## src/rtl/multicycle_ctrl_fsm.sv

```systemverilog
// Multi-cycle control sequencer for the shared ALU/memory datapath.
// Optional perf counters (instret, cycles) enabled by MCFSM_PERF_CNT_EN.
module multicycle_ctrl_fsm #(
  parameter int MEM_TIMEOUT = 15,
  parameter int WAIT_W      = 8
) (
  input  logic        clk,
  input  logic        reset,
  input  logic [6:0]  opcode,
  input  logic        zero,
  input  logic        mem_ready,
  output logic        mem_req,
  output logic        IorD,
  output logic        MemRead,
  output logic        MemWrite,
  output logic        IRWrite,
  output logic        PCWrite,
  output logic        PCWriteCond,
  output logic        PCSource,
  output logic        ALUSrcA,
  output logic [1:0]  ALUSrcB,
  output logic [1:0]  ALUOp,
  output logic        MemtoReg,
  output logic        RegWrite,
  output logic        illegal,
  output logic        error,
`ifdef MCFSM_PERF_CNT_EN
  output logic [31:0] instret,
  output logic [31:0] cycles,
`endif
  output logic [3:0]  state
);

  typedef enum logic [3:0] {
    S_FETCH  = 4'd0,
    S_DECODE = 4'd1,
    S_MEMADR = 4'd2,
    S_MEMRD  = 4'd3,
    S_MEMWB  = 4'd4,
    S_MEMWR  = 4'd5,
    S_EXEC   = 4'd6,
    S_ALUWB  = 4'd7,
    S_BRANCH = 4'd8,
    S_ERROR  = 4'd9
  } state_t;

  localparam logic [6:0] OP_R   = 7'b0110011;
  localparam logic [6:0] OP_I   = 7'b0010011;
  localparam logic [6:0] OP_LW  = 7'b0000011;
  localparam logic [6:0] OP_SW  = 7'b0100011;
  localparam logic [6:0] OP_BEQ = 7'b1100011;

  localparam logic [WAIT_W-1:0] WAIT_LAST =
    WAIT_W'(MEM_TIMEOUT - 1);

  state_t            state_q;
  state_t            state_d;
  logic [6:0]        opcode_q;
  logic [WAIT_W-1:0] wait_q;
  logic              bad_op;
  logic              wait_hit;

  // Branch outcome is applied by the datapath via PCWriteCond.
  logic unused_zero;
  assign unused_zero = zero;

  assign wait_hit = (wait_q == WAIT_LAST);
  assign state    = state_q;

  always_comb begin
    state_d = state_q;
    bad_op  = 1'b0;
    case (state_q)
      S_FETCH: begin
        if (mem_ready)     state_d = S_DECODE;
        else if (wait_hit) state_d = S_ERROR;
      end
      S_DECODE: begin
        case (opcode)
          OP_LW, OP_SW: state_d = S_MEMADR;
          OP_R, OP_I:   state_d = S_EXEC;
          OP_BEQ:       state_d = S_BRANCH;
          default: begin
            state_d = S_FETCH;
            bad_op  = 1'b1;
          end
        endcase
      end
      S_MEMADR: begin
        if (opcode_q == OP_LW) state_d = S_MEMRD;
        else                   state_d = S_MEMWR;
      end
      S_MEMRD: begin
        if (mem_ready)     state_d = S_MEMWB;
        else if (wait_hit) state_d = S_ERROR;
      end
      S_MEMWR: begin
        if (mem_ready)     state_d = S_FETCH;
        else if (wait_hit) state_d = S_ERROR;
      end
      S_MEMWB:  state_d = S_FETCH;
      S_EXEC:   state_d = S_ALUWB;
      S_ALUWB:  state_d = S_FETCH;
      S_BRANCH: state_d = S_FETCH;
      S_ERROR:  state_d = S_ERROR;
      default:  state_d = S_FETCH;
    endcase
  end

  always_comb begin
    mem_req     = 1'b0;
    IorD        = 1'b0;
    MemRead     = 1'b0;
    MemWrite    = 1'b0;
    IRWrite     = 1'b0;
    PCWrite     = 1'b0;
    PCWriteCond = 1'b0;
    PCSource    = 1'b0;
    ALUSrcA     = 1'b0;
    ALUSrcB     = 2'b00;
    ALUOp       = 2'b00;
    MemtoReg    = 1'b0;
    RegWrite    = 1'b0;
    case (state_q)
      S_FETCH: begin
        mem_req = 1'b1;
        MemRead = 1'b1;
        ALUSrcB = 2'b01;
        // IR load and PC+4 only on the completing cycle.
        IRWrite = mem_ready;
        PCWrite = mem_ready;
      end
      S_DECODE: ALUSrcB = 2'b10;
      S_MEMADR: begin
        ALUSrcA = 1'b1;
        ALUSrcB = 2'b10;
      end
      S_MEMRD: begin
        mem_req = 1'b1;
        MemRead = 1'b1;
        IorD    = 1'b1;
      end
      S_MEMWB: begin
        RegWrite = 1'b1;
        MemtoReg = 1'b1;
      end
      S_MEMWR: begin
        mem_req  = 1'b1;
        MemWrite = 1'b1;
        IorD     = 1'b1;
      end
      S_EXEC: begin
        ALUSrcA = 1'b1;
        ALUOp   = 2'b10;
        ALUSrcB = (opcode_q == OP_I) ? 2'b10 : 2'b00;
      end
      S_ALUWB: RegWrite = 1'b1;
      S_BRANCH: begin
        ALUSrcA     = 1'b1;
        ALUOp       = 2'b01;
        PCWriteCond = 1'b1;
        PCSource    = 1'b1;
      end
      default: ;
    endcase
  end

  always_ff @(posedge clk or posedge reset) begin
    if (reset) begin
      state_q  <= S_FETCH;
      opcode_q <= '0;
      wait_q   <= '0;
      illegal  <= 1'b0;
      error    <= 1'b0;
    end else begin
      state_q <= state_d;
      if (state_q == S_DECODE) opcode_q <= opcode;
      if (state_d != state_q || mem_ready || !mem_req)
        wait_q <= '0;
      else
        wait_q <= wait_q + 1'b1;
      if (bad_op)              illegal <= 1'b1;
      if (state_d == S_ERROR)  error   <= 1'b1;
    end
  end

`ifdef MCFSM_PERF_CNT_EN
  logic retire;
  always_comb begin
    retire = 1'b0;
    case (state_q)
      S_MEMWB, S_ALUWB, S_BRANCH: retire = 1'b1;
      S_MEMWR: retire = mem_ready;
      default: retire = 1'b0;
    endcase
  end

  always_ff @(posedge clk or posedge reset) begin
    if (reset) begin
      instret <= '0;
      cycles  <= '0;
    end else begin
      if (state_q != S_ERROR) cycles  <= cycles + 32'd1;
      if (retire)             instret <= instret + 32'd1;
    end
  end
`endif

endmodule

```

## config.mk

```make
export PLATFORM = sky130hd
export DESIGN_NAME = multicycle_ctrl_fsm
export DESIGN_NICKNAME = d
export VERILOG_FILES = /design/src/rtl/multicycle_ctrl_fsm.sv
export SDC_FILE = /design/constraint.sdc
export NUM_CORES = 1
export LEC_CHECK = 0
export BUFFER_PORTS_ARGS = -buffer_cell sky130_fd_sc_hd__buf_2
export CAP_MARGIN = 10
export CORE_UTILIZATION = 39
export CTS_BUF_LIST = sky130_fd_sc_hd__clkbuf_8
export CTS_CLUSTER_SIZE = 30
export DETAILED_ROUTE_END_ITERATION = 6
export PLACE_DENSITY_LB_ADDON = 0.25
export SLEW_MARGIN = 0
export SYNTH_ARGS = -nofsm -noshare
export SYNTH_HDL_FRONTEND = slang
export SYNTH_SLANG_ARGS = --single-unit
```

## constraint.sdc

```tcl
create_clock -name clk -period 2.1 [get_ports clk]
set_input_delay 0.42 -clock clk [delete_from_list [all_inputs] [get_ports clk]]
set_output_delay 0.42 -clock clk [all_outputs]
set_load 0.03 [all_outputs]
```

== Yosys cells after proc, flatten, opt, wreduce, memory -nomap -nowiden ==
Cells that the tools add are included.
Word-level totals
  bits of input ports: 11
  output and inout bits: 21
  bits in registers: 21
  word-level logic and storage cells: 60
Cells by class
  multiplexer cells: 22
  reduce and logical (&&, ||, !) cells: 13
  equal/unequal tests: 19
  add/subtract/negate cells: 1
Operator list (count)
  $pmux 4 s7: 1
  $eq 4x3->1 const B: 4
  $mux 4: 4
  $eq 7x2->1 const B: 2
  $eq 7x5->1 const B: 2
  $eq 7x6->1 const B: 2
  $eq 4x4->1 const B: 3
  $pmux 4 s3: 1
  $reduce_or 2->1: 6
  $mux 1: 11
  $add 8x1->8 const B: 1
  $eq 4x2->1 const B: 2
  $eq 8x4->1 const B: 1
  $mux 8: 1
  $eq 7x7->1 const B: 1
  $pmux 2 s3: 1
  $reduce_or 3->1: 2
  $reduce_or 5->1: 1
  $eq 4x1->1 const B: 1
  $logic_not 4->1: 1
  $ne 4x4->1: 1
  $pmux 2 s2: 1
  $mux 3: 1
  $logic_or 1x1->1: 2
  other kinds (2): 2

== Longest topological paths before layout ==
  depth after elaboration: 8
  depth in mapped cells: 6
  gate-level depth less buffers: 5

== Worst setup path before layout ==
OpenSTA, ideal clock, no wires.
  path kind: flip-flop to output port
  from: register state_q[2] (netlist: state[2])
  to: output port PCWriteCond
  data required time: 1680 ps
  cell stages (with the launch flop): 6
  arrival time: 2046 ps
  path buffers: 3
  slack: -366 ps
  cells stage by stage: dfrtp_1 > buf_6 > clkbuf_1 > nand2b_1 > nor3_1 > buf_4
On the way
  word-level cells in the longest chain between the ends: 2
Ends and longest elaborated chain
  start, declared: line 56  | state_t state_q;
  start signal, assigned: line 176  | state_q <= state_d;
  $eq 4x4->1
  $mux 1
  end, declared: line 18  | output logic PCWriteCond,
Every way passes these cells.

== Final worst setup path ==
  from: register opcode_q[6]
  to: output port ALUSrcB[1]
On the way
  word-level cells in the longest chain between the ends: 3
Ends and longest elaborated chain
  start, declared: line 58  | logic [6:0] opcode_q;
  start signal, assigned: line 177  | if (state_q == S_DECODE) opcode_q <= opcode;
  $eq 7x5->1: line 155  | ALUSrcB = (opcode_q == OP_I) ? 2'b10 : 2'b00;
  $mux 2: line 155
  $pmux 2 s3: line 124  | case (state_q)
  end, declared: line 21  | output logic [1:0] ALUSrcB,
Every way passes these cells.

==> out/metrics.yaml <==
layout-drive-gt1-share_pct: 36.13
status: "finished with violations"
cp-start-kind: "register"
clkSinkCount: 21
syn_area_per_cell_um2: 9.563
clk_latency_ns: 0.25
rsz0062_at_grt: "yes"
powerDensity_nw_per_um2: 628.1
crit_chain: "nor4_2, nand3_1, or3_1, a21oi_2, buf_6"
crit_start: "opcode_q[6]"
ys_warn_count: 0
setup_viol: 1
grt_use_total_pct: 16.07
cts_tree: "yes"
finalCriticalPeriod_ns: 2.133
num_rows: 19
ios: 32
final_cell_mix: "buf_2 (29), nor2_1 (19), dfrtp_1 (19), nand2_1 (9), nand2b_1 (7)"
grt_pass1_wl_um: 4243
antenna_cells: 0
dp_hpwl_um: 1819
ir_drop_v: 0.0003396
finalCritPeriodShare_pct: 101.6
drv_cap: 0
clk_pin_slew_ns: 0.08
via_per_inst: 5.306
finalWirelength_um: 2397
nNetsFinal: 169
gp_congestion: 0.7718
die_h_um: 57.59
power_switching_share_pct: 29.16
portBuffers: 30
clkPwrFrac_pct: 28.4
p_sw_mw: 0.2679
p_int_mw: 0.6507
max-slew-margin-rel_pct: 46.76
root_buffer: "clkbuf_8"
tightestPinTransition_ns: 0.7978
crit_fanout: 2
synthTopCellsByArea: "dfrtp_1 (44%), nor2_1 (5.9%), mux2_2 (5.6%), nand2b_1 (3.6%), xor2_1 (2.9%)"
antenna_found_initial: 0
hold_path.class: "input pin to asynchronous set/reset pin"
hold_viol_final: 0
p_leak_nw: 0.6889
ys_types: 40
coreArea_um2: 2853
seqPwrFrac_pct: 50.9
cts_buffer_depth: 2
h-tree-depth: 1
max_stage_delay_ns: 0.40
place_ws_ns: 0.1737
fp.dieW_um: 57.59
failed_checks: "DRC, setup timing"
final_cells: 186
synth.net_count: 139
grt_max_degree: 22
numCtsBuffers: 3
tns_ns: -0.03256
final_common_cell: "buf_2"
wire_per_inst_um: 12.89
worst_slack_ns: -0.03256
rr_startpoint: "state[1]"
first_iter_violations: 35
dpl.cell_count: 181
antenna_left: 0
synth_edf_count: 0
die_area_um2: 3316
cp_slowest_cell: "dfrtp_1"
max_freq_mhz: 468.9
grt_pass1_vias: 1000
crit_type: "register to output pin"
syn_area_um2: 1205
drt_first_pass_iters: 6
area_growth_pct: 21.39
pwr-share-comb_pct: 20.7
drc: 3
yosys_most_used_dff: "dfrtp_1"
start_util_pct: 42.24
synth_top_area_cell: "dfrtp_1"
skew_ns: 0.002619
syn-instance-count: 126
fillers: 271
required_ns: 1.68
ys_seq_area_share_pct: 43.61
final_max_slew_viol_count: 0
cts_hold_buf: 0
synth-seq-cells: 21
grt_remaining_overflow: 0
synth_top_area_share_pct: 43.61
regToRegSetupSlack_ns: 0.42
crit_arrival_ns: 1.71
end_kind: "output pin"
vias: 987
synthArstFlopShare_pct: 100.0
## cell type report
type | count | area [µm²] | share of cell area [%]
clock buffer | 3 | 41.29 | 2.823
clock inverter | 1 | 5.005 | 0.3422
tap | 31 | 38.79 | 2.652
multi-input combinational | 90 | 640.6 | 43.80
timing repair buffer | 34 | 186.4 | 12.75
inverter | 6 | 22.52 | 1.540
sequential | 21 | 528.0 | 36.10
## state kept, by name (all words and copies together), names as in the netlist
signal and flops:
opcode_q 7, wait_q 8, state 4, error 1, illegal 1
## repair_timing
item	CTS	global route
resized for setup	2	3
endpoints found under the setup margin	1	9
pin swaps	2	1
setup buffers	1	0
## cells by family (layout without fill, tap and decap cells)
kind of cell,after synthesis,in the layout,synth area share [%]
AO/OA/AOI/OAI,17,17,10.28
XOR/XNOR,7,7,5.088
adder cells (fa/ha/maj),2,2,2.077
buffers and inverters,15,44,6.126
flip-flops,21,21,43.61
multiplexers,7,7,6.438
AND/OR/NAND/NOR,57,57,26.38
## power by group through the flow
stage	registers (mW)	logic (mW)	clock network, mW
global placement	0.469	0.181	0
detailed placement	0.471	0.186	0
CTS	0.463	0.190	0.267
finish	0.468	0.190	0.261
floorplan	0.471	0.132	0
global route	0.472	0.209	0.282
## Yosys cell counts (all sizes together), types with 2 or more instances
cell,count
dfrtp,21
nor2,19
nand2,9
nand2b,7
buf,6
inv,6
mux2,6
nor3,6
xor2,4
a21o,3
clkbuf,3
nand4,3
xnor2,3
a21oi,2
and2,2
ha,2
nand3,2
nor4,2
o211ai,2
o21ai,2
o21bai,2
## metrics by stage
step / area, µm² / total power [mW] / util (%) / hold slack (ns)
detailed placement: 1394 / 0.6575 / 48.86 / 0.4470
global placement: 1394 / 0.6508 / 48.86 / 0.4444
finish: 1463 / 0.9186 / 51.27 / 0.3024
global route: 1463 / 0.9630 / 51.27 / 0.3765
floorplan: 1234 / 0.6035 / - / 0.3965
CTS: 1454 / 0.9205 / 50.96 / 0.3365
## worst max-delay path: cells and delay by family, from the launching register on
family | cells | cell delay (ns)
flops | 1 | 0.40
simple gates | 3 | 0.75
compound gates | 1 | 0.16
buf+inv | 1 | 0.15
## worst paths after layout
path                                to  cells past startpoint
max                         ALUSrcB[1]                      5
min                        opcode_q[3]                      2
max reg2reg                opcode_q[2]                      4
min reg2reg                    illegal                      1
max in group asynchronous     state[2]                      2
min in group clk           opcode_q[4]                      3
## per-layer routing
| layer | routed length, µm | vias to the layer above | global-route usage (%) |
|---|---|---|---|
| li1 | - | 490 | - |
| met1 | 1152 | 471 | 22.29 |
| met2 | 1132 | 24 | 26.91 |
| met3 | 97 | 2 | 2.268 |
| met4 | 14 | 0 | 3.136 |
| met5 | 0 | - | 0 |
No activity file was read; power rests on OpenSTA's default activity.
